## config.mk

```make
export PLATFORM = sky130hd
export DESIGN_NAME = sumador_acumulador_display_mux
export DESIGN_NICKNAME = d
export VERILOG_FILES = /design/src/rtl/sumador_pkg.sv /design/src/rtl/hex_a_7seg.sv /design/src/rtl/sumador_acumulador_display_mux.sv
export SDC_FILE = /design/constraint.sdc
export NUM_CORES = 1
export LEC_CHECK = 0
export CORE_AREA = 2 2 88 90
export DETAILED_ROUTE_END_ITERATION = 16
export DIE_AREA = 0 0 90 92
export GPL_ROUTABILITY_DRIVEN = 0
export PLACE_DENSITY_LB_ADDON = 0.15
export SLEW_MARGIN = 10
export SYNTH_ARGS = -nofsm -noshare
export SYNTH_HDL_FRONTEND = slang
export SYNTH_HIERARCHICAL = 1
export SYNTH_SLANG_ARGS = --single-unit
export TNS_END_PERCENT = 1
```

## constraint.sdc

```tcl
create_clock -name clk -period 3.7 [get_ports clk]
set_input_delay 0.555 -clock clk [delete_from_list [all_inputs] [get_ports clk]]
set_output_delay 0.555 -clock clk [all_outputs]
set_load 0.005 [all_outputs]
```

## src/rtl/sumador_pkg.sv

```systemverilog
// Shared definitions for the add/subtract/accumulate unit and its display:
// operation codes and active-low segment patterns ({g,f,e,d,c,b,a}).
package sumador_pkg;

  // Operation selected by Modo when Valido is sampled high
  typedef enum logic [1:0] {
    MODO_SUMA   = 2'b00,  // X + Y
    MODO_RESTA  = 2'b01,  // X - Y
    MODO_ACUM   = 2'b10,  // Resultado + X
    MODO_BORRAR = 2'b11   // Resultado = 0, flags cleared
  } modo_t;

  // Active-low segment patterns, bit order {g,f,e,d,c,b,a}
  localparam logic [6:0] SEG_0 = 7'b1000000;
  localparam logic [6:0] SEG_1 = 7'b1111001;
  localparam logic [6:0] SEG_2 = 7'b0100100;
  localparam logic [6:0] SEG_3 = 7'b0110000;
  localparam logic [6:0] SEG_4 = 7'b0011001;
  localparam logic [6:0] SEG_5 = 7'b0010010;
  localparam logic [6:0] SEG_6 = 7'b0000010;
  localparam logic [6:0] SEG_7 = 7'b1111000;
  localparam logic [6:0] SEG_8 = 7'b0000000;
  localparam logic [6:0] SEG_9 = 7'b0010000;
  localparam logic [6:0] SEG_A = 7'b0001000;
  localparam logic [6:0] SEG_B = 7'b0000011;
  localparam logic [6:0] SEG_C = 7'b1000110;
  localparam logic [6:0] SEG_D = 7'b0100001;
  localparam logic [6:0] SEG_E = 7'b0000110;
  localparam logic [6:0] SEG_F = 7'b0001110;

  // All segments dark
  localparam logic [6:0] SEG_APAGADO = 7'b1111111;

endpackage

```

## src/rtl/hex_a_7seg.sv

```systemverilog
// Combinational hexadecimal digit to active-low 7-segment decoder.
module hex_a_7seg
  import sumador_pkg::*;
(
  input  logic [3:0] nibble,
  output logic [6:0] segmentos
);

  // Look up the glyph for the 4-bit value
  always_comb begin
    segmentos = SEG_APAGADO;
    case (nibble)
      4'h0: segmentos = SEG_0;
      4'h1: segmentos = SEG_1;
      4'h2: segmentos = SEG_2;
      4'h3: segmentos = SEG_3;
      4'h4: segmentos = SEG_4;
      4'h5: segmentos = SEG_5;
      4'h6: segmentos = SEG_6;
      4'h7: segmentos = SEG_7;
      4'h8: segmentos = SEG_8;
      4'h9: segmentos = SEG_9;
      4'hA: segmentos = SEG_A;
      4'hB: segmentos = SEG_B;
      4'hC: segmentos = SEG_C;
      4'hD: segmentos = SEG_D;
      4'hE: segmentos = SEG_E;
      4'hF: segmentos = SEG_F;
      default: segmentos = SEG_APAGADO;
    endcase
  end

endmodule

```

## src/rtl/sumador_acumulador_display_mux.sv

```systemverilog
// Registered add/subtract/accumulate unit whose result is scanned, one hex
// digit at a time, onto a shared active-low 7-segment bus.
module sumador_acumulador_display_mux
  import sumador_pkg::*;
#(
  parameter  int WIDTH    = 8,
  parameter  int SCAN_DIV = 50000,
  localparam int DIGITS   = (WIDTH + 3) / 4
) (
  input  logic              clk,
  input  logic              rst_n,
  input  logic [WIDTH-1:0]  X,
  input  logic [WIDTH-1:0]  Y,
  input  logic [1:0]        Modo,
  input  logic              Valido,
  output logic [WIDTH-1:0]  Resultado,
  output logic              Carry,
  output logic              Overflow,
  output logic              Listo,
  output logic [DIGITS-1:0] Anodos,
  output logic [6:0]        Segmentos
);

  localparam int MSB   = WIDTH - 1;
  localparam int PRE_W = (SCAN_DIV > 1) ? $clog2(SCAN_DIV) : 1;
  localparam int IDX_W = (DIGITS > 1) ? $clog2(DIGITS) : 1;

  // Arithmetic datapath
  logic [WIDTH:0]      sum_ext;
  logic [WIDTH-1:0]    res_next;
  logic                carry_next;
  logic                ovf_next;

  logic [WIDTH-1:0]    resultado_reg;
  logic                carry_reg;
  logic                overflow_reg;
  logic                listo_reg;

  // Scanner
  logic [PRE_W-1:0]    prescaler_reg;
  logic [PRE_W-1:0]    prescaler_next;
  logic [IDX_W-1:0]    index_reg;
  logic [IDX_W-1:0]    index_next;
  logic                terminal;

  // Display path
  logic [4*DIGITS-1:0] res_pad;
  logic [3:0]          nibbles [DIGITS];
  logic [3:0]          nibble_sel;
  logic [DIGITS-1:0]   anodos_next;
  logic [6:0]          seg_next;
  logic [DIGITS-1:0]   anodos_reg;
  logic [6:0]          segmentos_reg;

  // Compute the candidate result and flags for the selected operation.
  // Subtraction is X + ~Y + 1; its carry-out is the inverse of the borrow.
  always_comb begin
    sum_ext    = '0;
    res_next   = '0;
    carry_next = 1'b0;
    ovf_next   = 1'b0;
    case (Modo)
      MODO_SUMA: begin
        sum_ext    = {1'b0, X} + {1'b0, Y};
        res_next   = sum_ext[WIDTH-1:0];
        carry_next = sum_ext[WIDTH];
        ovf_next   = (X[MSB] == Y[MSB]) && (sum_ext[MSB] != X[MSB]);
      end
      MODO_RESTA: begin
        sum_ext    = {1'b0, X} + {1'b0, ~Y} + (WIDTH+1)'(1);
        res_next   = sum_ext[WIDTH-1:0];
        carry_next = ~sum_ext[WIDTH];
        ovf_next   = (X[MSB] != Y[MSB]) && (sum_ext[MSB] != X[MSB]);
      end
      MODO_ACUM: begin
        sum_ext    = {1'b0, resultado_reg} + {1'b0, X};
        res_next   = sum_ext[WIDTH-1:0];
        carry_next = sum_ext[WIDTH];
        ovf_next   = (resultado_reg[MSB] == X[MSB]) && (sum_ext[MSB] != resultado_reg[MSB]);
      end
      default: begin
        sum_ext    = '0;
        res_next   = '0;
        carry_next = 1'b0;
        ovf_next   = 1'b0;
      end
    endcase
  end

  // Operation register: update on an accepted strobe, Listo echoes the strobe
  always_ff @(posedge clk or negedge rst_n) begin
    if (!rst_n) begin
      resultado_reg <= '0;
      carry_reg     <= 1'b0;
      overflow_reg  <= 1'b0;
      listo_reg     <= 1'b0;
    end else begin
      listo_reg <= Valido;
      if (Valido) begin
        resultado_reg <= res_next;
        carry_reg     <= carry_next;
        overflow_reg  <= ovf_next;
      end
    end
  end

  // Prescaler terminal count advances the digit index, wrapping at the top digit
  always_comb begin
    terminal       = (prescaler_reg == PRE_W'(SCAN_DIV - 1));
    prescaler_next = prescaler_reg + PRE_W'(1);
    index_next     = index_reg;
    if (terminal) begin
      prescaler_next = '0;
      if (index_reg == IDX_W'(DIGITS - 1)) begin
        index_next = '0;
      end else begin
        index_next = index_reg + IDX_W'(1);
      end
    end
  end

  // Scanner counters
  always_ff @(posedge clk or negedge rst_n) begin
    if (!rst_n) begin
      prescaler_reg <= '0;
      index_reg     <= '0;
    end else begin
      prescaler_reg <= prescaler_next;
      index_reg     <= index_next;
    end
  end

  // Zero-extend the result to whole nibbles so the top digit shows missing bits as 0
  always_comb begin
    res_pad              = '0;
    res_pad[WIDTH-1:0]   = resultado_reg;
  end

  // Split into digits and build the one-hot-low enable for the current index
  genvar gi;
  generate
    for (gi = 0; gi < DIGITS; gi++) begin : g_digit
      assign nibbles[gi]     = res_pad[4*gi +: 4];
      assign anodos_next[gi] = (index_reg != IDX_W'(gi));
    end
  endgenerate

  // Pick the nibble belonging to the digit currently being driven
  always_comb begin
    nibble_sel = '0;
    for (int k = 0; k < DIGITS; k++) begin
      if (index_reg == IDX_W'(k)) begin
        nibble_sel = nibbles[k];
      end
    end
  end

  hex_a_7seg u_hex_a_7seg (
    .nibble    (nibble_sel),
    .segmentos (seg_next)
  );

  // Register enables and segments together so they never disagree
  always_ff @(posedge clk or negedge rst_n) begin
    if (!rst_n) begin
      anodos_reg    <= ~DIGITS'(1);
      segmentos_reg <= SEG_0;
    end else begin
      anodos_reg    <= anodos_next;
      segmentos_reg <= seg_next;
    end
  end

  assign Resultado = resultado_reg;
  assign Carry     = carry_reg;
  assign Overflow  = overflow_reg;
  assign Listo     = listo_reg;
  assign Anodos    = anodos_reg;
  assign Segmentos = segmentos_reg;

endmodule

```

Word-level counts from Yosys, hierarchy flattened

Memories as Yosys holds them, arrays and structs flattened. A register that Yosys moved wholly into a read port is not among the register bits.
Index checks and enable logic that the tools add are counted.
Widths: inputs -> output; s select.

Register bits: 30
RAM bits: 0
Memories: 1
Input bits: 21
Latch bits: 0
Memory bits (read-only): 112
Output and inout port bits: 20

Equal/unequal tests: 9
Multipliers: 0
Add/sub/neg operators: 6
Shift-type cells: 0
Reductions and logical operators: 5
Bitwise operators: 3
Divide/modulo/power cells: 0
Muxes and demuxes: 6
Order comparisons: 0

Memory list:

| name             | depth | width | read ports | clocked after Yosys merged registers in | wr ports | line             | text |
|---|---|---|---|---|---|---|---|
| (name not given) | 16    | 7     | 1          | 1                                       | 0        | hex_a_7seg.sv:12 | `case (nibble)` |

Operators by type and width:

| kind                  | number |
|---|---|
| $add 8x8->9           | 3 |
| $pmux 8 s3            | 1 |
| $add 16x1->16 const B | 1 |
| $eq 16x16->1 const B  | 1 |
| $mux 16               | 1 |
| $add 9x1->9 const B   | 1 |
| $not 8->8             | 1 |
| $pmux 1 s3            | 2 |
| $mux 4                | 1 |
| $ne 1x1->1            | 4 |
| $logic_and 1x1->1     | 3 |
| $eq 1x1->1            | 2 |
| $eq 2x1->1 const B    | 1 |
| $eq 2x2->1 const B    | 1 |
| $logic_not 2->1       | 1 |
| $not 1->1             | 2 |
| $add 1x1->1 const B   | 1 |
| $logic_not 1->1       | 1 |
| $mux 1                | 1 |

Logic depth before layout (Yosys ltp)

Gate-level depths: netlist of run 1.

Depth after elaboration: 6
Depth in mapped cells: 10

By module

The synthesis of run 1 kept the hierarchy.

By module, submodules not included:

| module                         | cells each | times used | area an instance (um^2) | sequential area each (um^2) |
|---|---|---|---|---|
| sumador_acumulador_display_mux | 281        | 1          | 2612.5                  | 928.4 |
| hex_a_7seg                     | 32         | 1          | 275.3                   | 0.0 |

Least setup slack after synthesis of run 1

OpenSTA, ideal clock, no wires.

Kind: input-to-reg
Start point: input port X[0]
End point: register resultado_reg[6] (netlist: Resultado[6])
Data required time: 3.559 ns
Stages: 9
Setup slack: 1.465 ns
Arrival time: 2.093 ns
Cells stage by stage: ha_1 -> inv_1 -> fa_1 -> o21ba_1 -> nor4_1 -> nor3_1 -> a211oi_1 -> mux2i_1 -> a31oi_1

Word-level cells in the longest chain between the ends: 3

Ends and longest elaborated chain:

| element              | line                                  | text |
|---|---|---|
| start, declared      | sumador_acumulador_display_mux.sv:12  | `input logic [WIDTH-1:0] X,` |
| $add 8x8->9          | sumador_acumulador_display_mux.sv:70  | `sum_ext = {1'b0, X} + {1'b0, ~Y} + (WIDTH+1)'(1);` |
| $add 9x1->9          | sumador_acumulador_display_mux.sv:70  |  |
| $pmux 8 s3 *         | sumador_acumulador_display_mux.sv:62  | `case (Modo)` |
| end signal, assigned | sumador_acumulador_display_mux.sv:100 | `resultado_reg <= res_next;` |
| end, declared        | sumador_acumulador_display_mux.sv:34  | `logic [WIDTH-1:0] resultado_reg;` |

Mark *: on every way between the ends. The rest lies on a longest branch, timed or not.
A chain may end at the register's enable or synchronous reset.

Worst setup path in the final report of run 1

Start point: input port X[1]
End point: register resultado_reg[6] (netlist: Resultado[6])

Same word-level chain as after synthesis.

==> metrics, run 1 <==
storage element area 928.4 µm²; post-layout net count roughly 410; Pre-antenna DRT Iters 4; setup TNS 0 ns; Core Util, Final 46.94%; total standard cell area after synthesis a little under 0.003 mm²; # H-tree levels 2; number of enable flip-flop cells after synthesis 0; fillcell total 748; total inserted antenna cells 0; Synth Flop Type dfrtp_1; total via count after detailed routing 2295; unrepaired setup endpoints after global routing false; maximum buffer depth of the clock tree 2; number of antenna violations at the first check in global routing 0; number of cells produced by synthesis 313; clock root buffer clkbuf_8; largest fanout on the critical path 5; TritonCTS clock tree done; Net Switching approximately 0.4 mW; syn_nets 369; Die H 92 µm; power density cells 378.9 mW/mm²; total global routing track utilization 15.84%; Skew-Pair Late Insertion Delay 0.29 ns; die outline width 90 µm; minimum hold slack 0.3656 ns; total power 1.325 mW; instance area after placement 0.003379 mm²; share of power burned in registers 36.2%; Critical Path End Type register; mean number of vias per cell 5.033; Data required, critical path 3.84 ns; register bit total from synthesis 37; number of global-route vias before repair ~2300; wirelength, routed just over 6 mm; transition time at the pin with the least slew margin roughly 0.83 ns; hold buffer count at CTS 0; count of buffers inserted at the top-level ports 40; worst min-delay path category input pin to async pin; Mean Syn Cell Area 9.226 µm²; sequential area share after synthesis 32.15%; share of the clock period used by the worst path 73.91%; max-capacitance violation count 0; Die Area 0.008280 mm²; post-cts sizing count 0; run status complete, no violations; area share of the leading cell type in the synthesized netlist 30.33%; Clk pwr share 27.2%; clock buffers created by TritonCTS 5; Initial Util ~39%; Critical Path Start Type input pin; count of antenna-violating nets left after detailed routing 0; fraction of final layout cells sized beyond drive strength 1 6.497%; R2R cell count 9; Core Area 0.007447 mm²; top cells by area, synth dfrtp_1, ha_1, xnor2_1; total non-filler cell area in the finished layout around 0.0035 mm²; Arr. time, crit path 2.88 ns; Cell Rows 32; Fmax 0.3657 GHz; design internal power 0.9238 mW; number of flip-flops in the largest register 16; Cell variety after synth 56; Area growth syn-to-layout 21.06%; DR DRC count 0; cell taking the most area after synthesis dfrtp_1; final setup fails 0; critical path class input pin to register; routed length per placed instance 13.39 µm; Post-CTS Setup Bufs 0; fraction of synthesis flops using an asynchronous set or reset pin 100.0%; global-route wire length before repair ~11 mm; Final Slew Violations 0; largest net degree at the start of global routing 38; area taken by multi-input logic gates 0.001823 mm²; worst supply voltage drop on vdd approximately 0.26 mV; Synthesis Warnings 6; switching power share of the total 30.26%; number of DRC markers after the initial detailed-route iteration 118; overflow left after global routing 0; clock skew after layout a little under 0.005 ns; Top-Level Pins 41; logic gate share of total power 36.6%; number of clock sinks seen by CTS 37; Min Clock Period, post-route between 2 and 3 ns; Final Hold Violating Endpoints 0; hpwl dp about 4.7 mm; clock-pin slew reported for the worst setup and hold paths after clock tree synthesis 0.07 ns; leakage dissipation 1.543 nW; headroom to the max-slew limit between 40% and 50%
[placed cells by master, fill, tap and decap left out, types with 5 or more instances in the layout]
cell type and count:
dfrtp_1 35, nor2_1 38, xnor2_1 19, a21oi_1 13
nor2b_1 10, inv_1 23, a31oi_1 5, xor2_1 8
o21ai_0 8, ha_1 32, clkbuf_8 6, nand2b_1 8
nand3_1 12, mux2i_1 8, a211oi_1 7, nand2_1 15
clkdlybuf4s50_1 39
[metrics by stage]
step | std cells | setup slack [ns]
finish | 456 | 0.9654
CTS | 456 | 0.9729
global route | 456 | 0.7929
detailed placement | 448 | 0.6675
floorplan | 313 | 1.465
global placement | 448 | 0.7250
[cells by family after synthesis]
logic type	Yosys count	synth area share, %
flip-flops	37	32.15
AND/OR/NAND/NOR	105	18.42
XOR/XNOR	27	8.189
multiplexers	13	5.243
adder cells (fa/ha/maj)	35	15.94
AO/OA/AOI/OAI	63	15.34
buffers and inverters	33	4.722
[power groups by stage]
stage          clock, mW  sequential [mW]  combinational [mW]
2_1_floorplan          0            0.484               0.308
3_3_place_gp           0            0.490               0.482
3_5_place_dp           0            0.489               0.486
4_1_cts            0.376            0.481               0.489
5_1_grt            0.396            0.486               0.547
6_report           0.361            0.480               0.484
[layer usage]
metal	up-vias	routed length, µm	global-route usage [%]	share of wire [%]
li1	1183	-	-	-
met1	1072	3122	22.64	51
met2	38	2747	24.94	45
met3	2	223	3.862	3.7
met4	0	11	2.308	0.18
met5	-	0	0	0
[synthesized netlist by cell type (2+ instances only)]
cell type,n
nand2_1,15
nand2b_1,8
nand4_1,2
fa_1,3
or2_1,2
buf_2,4
nand3_1,12
nor2b_1,10
a211oi_1,7
a22o_1,2
o21ba_1,2
clkbuf_1,4
o211ai_1,2
a21oi_1,13
xnor2_1,19
and4_1,2
mux2_2,4
o22ai_2,2
mux2i_1,8
ha_1,32
a31oi_1,5
o31ai_1,4
dfrtp_1,35
nor4b_1,2
and3_1,2
o21ai_1,3
o21ai_0,8
o22ai_1,2
inv_1,23
nor3_1,4
dfstp_2,2
xor2_1,8
nor2_1,38
a22oi_1,2
[final timing paths]
check	from	to	slack [ns]
max	X[1]	Resultado[6]	0.97
min	rst_n	Carry	0.37
max reg2reg	Resultado[0]	Carry	1.47
min reg2reg	prescaler_reg[0]	prescaler_reg[0]	0.48
max in group asynchronous	rst_n	prescaler_reg[0]	2.82
min in group clk	prescaler_reg[0]	prescaler_reg[0]	0.48
[layout make-up]
cell class	instances	share of cell area [%]
inverter	24	2.577
tap	102	3.651
timing repair buffer	42	11.74
clock inverter	1	0.8590
clock buffer	7	2.470
sequential	37	26.56
multi-input combinational	243	52.15
[worst max-delay path: stages]
cell and delay [ns]:
clkdlybuf4s50_1 0.59, inv_1 0.13, fa_1 0.46, o21ba_1 0.20, nor4_1 0.21, nor3_1 0.12
a211oi_1 0.30, mux2i_1 0.22, a31oi_1 0.10
No activity file was read; power rests on OpenSTA's default activity.
==> run 2: changes to the inputs <==
- clock period: 3.7 -> 2.6 ns (I/O delays scaled with it)
==> metrics, run 2 (same netlist as run 1, synthesis figures left out) <==
Die Area slightly above 0.008 mm²; worst setup timing slack at the placement stage -0.2155 ns; number of DRC markers after the initial detailed-route iteration 100; number of clock sinks seen by CTS 37; headroom to the max-slew limit 44.23%; worst min-delay path category input pin to async pin; transition time at the pin with the least slew margin 0.8365 ns; Post-CTS Setup Bufs 0; largest net degree at the start of global routing 38; critical path class input pin to register; wirelength, routed 6.244 mm; maximum buffer depth of the clock tree 2; Data required, critical path 2.77 ns; Critical Path End Type register; total global routing track utilization 16.17%; # H-tree levels 2; count of buffers inserted at the top-level ports 40; number of global-route vias before repair 2388; largest fanout on the critical path 3; R2R cell count 9; setup TNS 0 ns; Area growth syn-to-layout 25.65%; TritonCTS clock tree done; run status complete, no violations; Core Area 0.007447 mm²; instance area after placement 0.003507 mm²; DR DRC count 0; hpwl dp between 4 and 5 mm; Cell Rows 32; mean number of vias per cell about 5.0; clock buffers created by TritonCTS 5; Initial Util 38.78%; area taken by multi-input logic gates 0.001828 mm²; share of the clock period used by the worst path 93.81%; fraction of final layout cells sized beyond drive strength 1 11.05%; Die H 92 µm; Top-Level Pins 41; R2R Path End Carry; clock skew after layout approximately 0.0049 ns; Arr. time, crit path 2.61 ns; clock root buffer clkbuf_8; setup slack of the critical path after layout between 0.15 and 0.2 ns; overflow left after global routing 0; Critical Path End Resultado[6]; Worst R2R Setup Slack 0.53 ns; number of antenna violations at the first check in global routing 0; worst r2r src Resultado[0]; total non-filler cell area in the finished layout 0.003628 mm²; number of flip-flops in the largest register 16; leakage dissipation between 1.5 and 2 nW; Core Util, Final 48.72%; final setup fails 0; commonest non-fill, non-tap cells in the layout clkdlybuf4s50_1, nor2_1, dfrtp_1; Pre-antenna DRT Iters 4; fillcell total 749; clock-pin slew reported for the worst setup and hold paths after clock tree synthesis roughly 0.08 ns; Final Slew Violations 0; global-route wire length before repair 11.03 mm; startpoint of the worst setup timing path X[0]; worst supply voltage drop on vdd 0.2572 mV; max-capacitance violation count 0; Critical Path Start Type input pin; routed length per placed instance 13.20 µm; storage element area roughly 930 µm²; die outline width 90 µm; Final Hold Violating Endpoints 0; Min Clock Period, post-route 2.439 ns; total inserted antenna cells 0; total via count after detailed routing 2388; Fmax 0.4100 GHz; Skew-Pair Late Insertion Delay 0.29 ns; power density cells 531.0 mW/mm²; count of antenna-violating nets left after detailed routing 0; unrepaired setup endpoints after global routing false; post-layout net count 426; most frequent standard cell in the layout excluding fill and tap cells clkdlybuf4s50_1
[run 2: how the worst min path moves through the flow]
stage,startpoint,cells after the start,slack (ns),endpoint
after floorplan,rst_n,0,0.09,Anodos[0]
after global placement,prescaler_reg[0],1,0.47,prescaler_reg[0]
after detailed placement,prescaler_reg[0],1,0.49,prescaler_reg[0]
after CTS,rst_n,1,0.23,Resultado[7]
after global routing,rst_n,1,0.27,Resultado[7]
final,rst_n,1,0.20,Listo
[run 2: cell type report]
class                           instances  share of cell area, %
Sequential cell                        37                  25.59
Clock buffer                            7                  2.379
Clock inverter                          1                 0.8276
Tap cell                              102                  3.517
Inverter                               24                  2.483
Multi-Input combinational cell        243                  50.38
Timing Repair Buffer                   59                  14.83
[run 2: worst max-delay path: stages]
cell,delay (ns)
clkdlybuf4s50_1,0.50
ha_1,0.17
inv_1,0.05
fa_1,0.41
o21ba_1,0.22
nor4_1,0.19
nor3_1,0.12
a211oi_2,0.26
mux2i_1,0.21
a31oi_1,0.09
[run 2: power breakdown]
group / switching [mW] / internal (mW)
clock network: 0.206 / 0.313
registers: 0.0466 / 0.637
logic: 0.331 / 0.393
[run 2: repair_timing]
action	4_1_cts	5_1_grt
hold buffers	0	0
resized for setup	0	1
hold endpoints to repair	0	0
endpoints found under the setup margin	0	1
[run 2: metrics by stage]
| stage | power, mW | hold WS, ns | std cells |
|---|---|---|---|
| global route | 2.066 | 0.2737 | 473 |
| detailed placement | 1.421 | 0.4882 | 465 |
| finish | 1.927 | 0.1970 | 473 |
| global placement | 1.414 | 0.4730 | 465 |
| CTS | 1.951 | 0.2332 | 473 |
| floorplan | 1.127 | 0.09441 | 313 |
[run 2: per-layer routing]
layer | track usage [%] | share of wire, % | vias up
li1 | - | - | 1214
met1 | 23.10 | 52 | 1135
met2 | 26.00 | 45 | 34
met3 | 2.301 | 2.3 | 5
met4 | 3.846 | 0.85 | 0
met5 | 0 | 0 | -
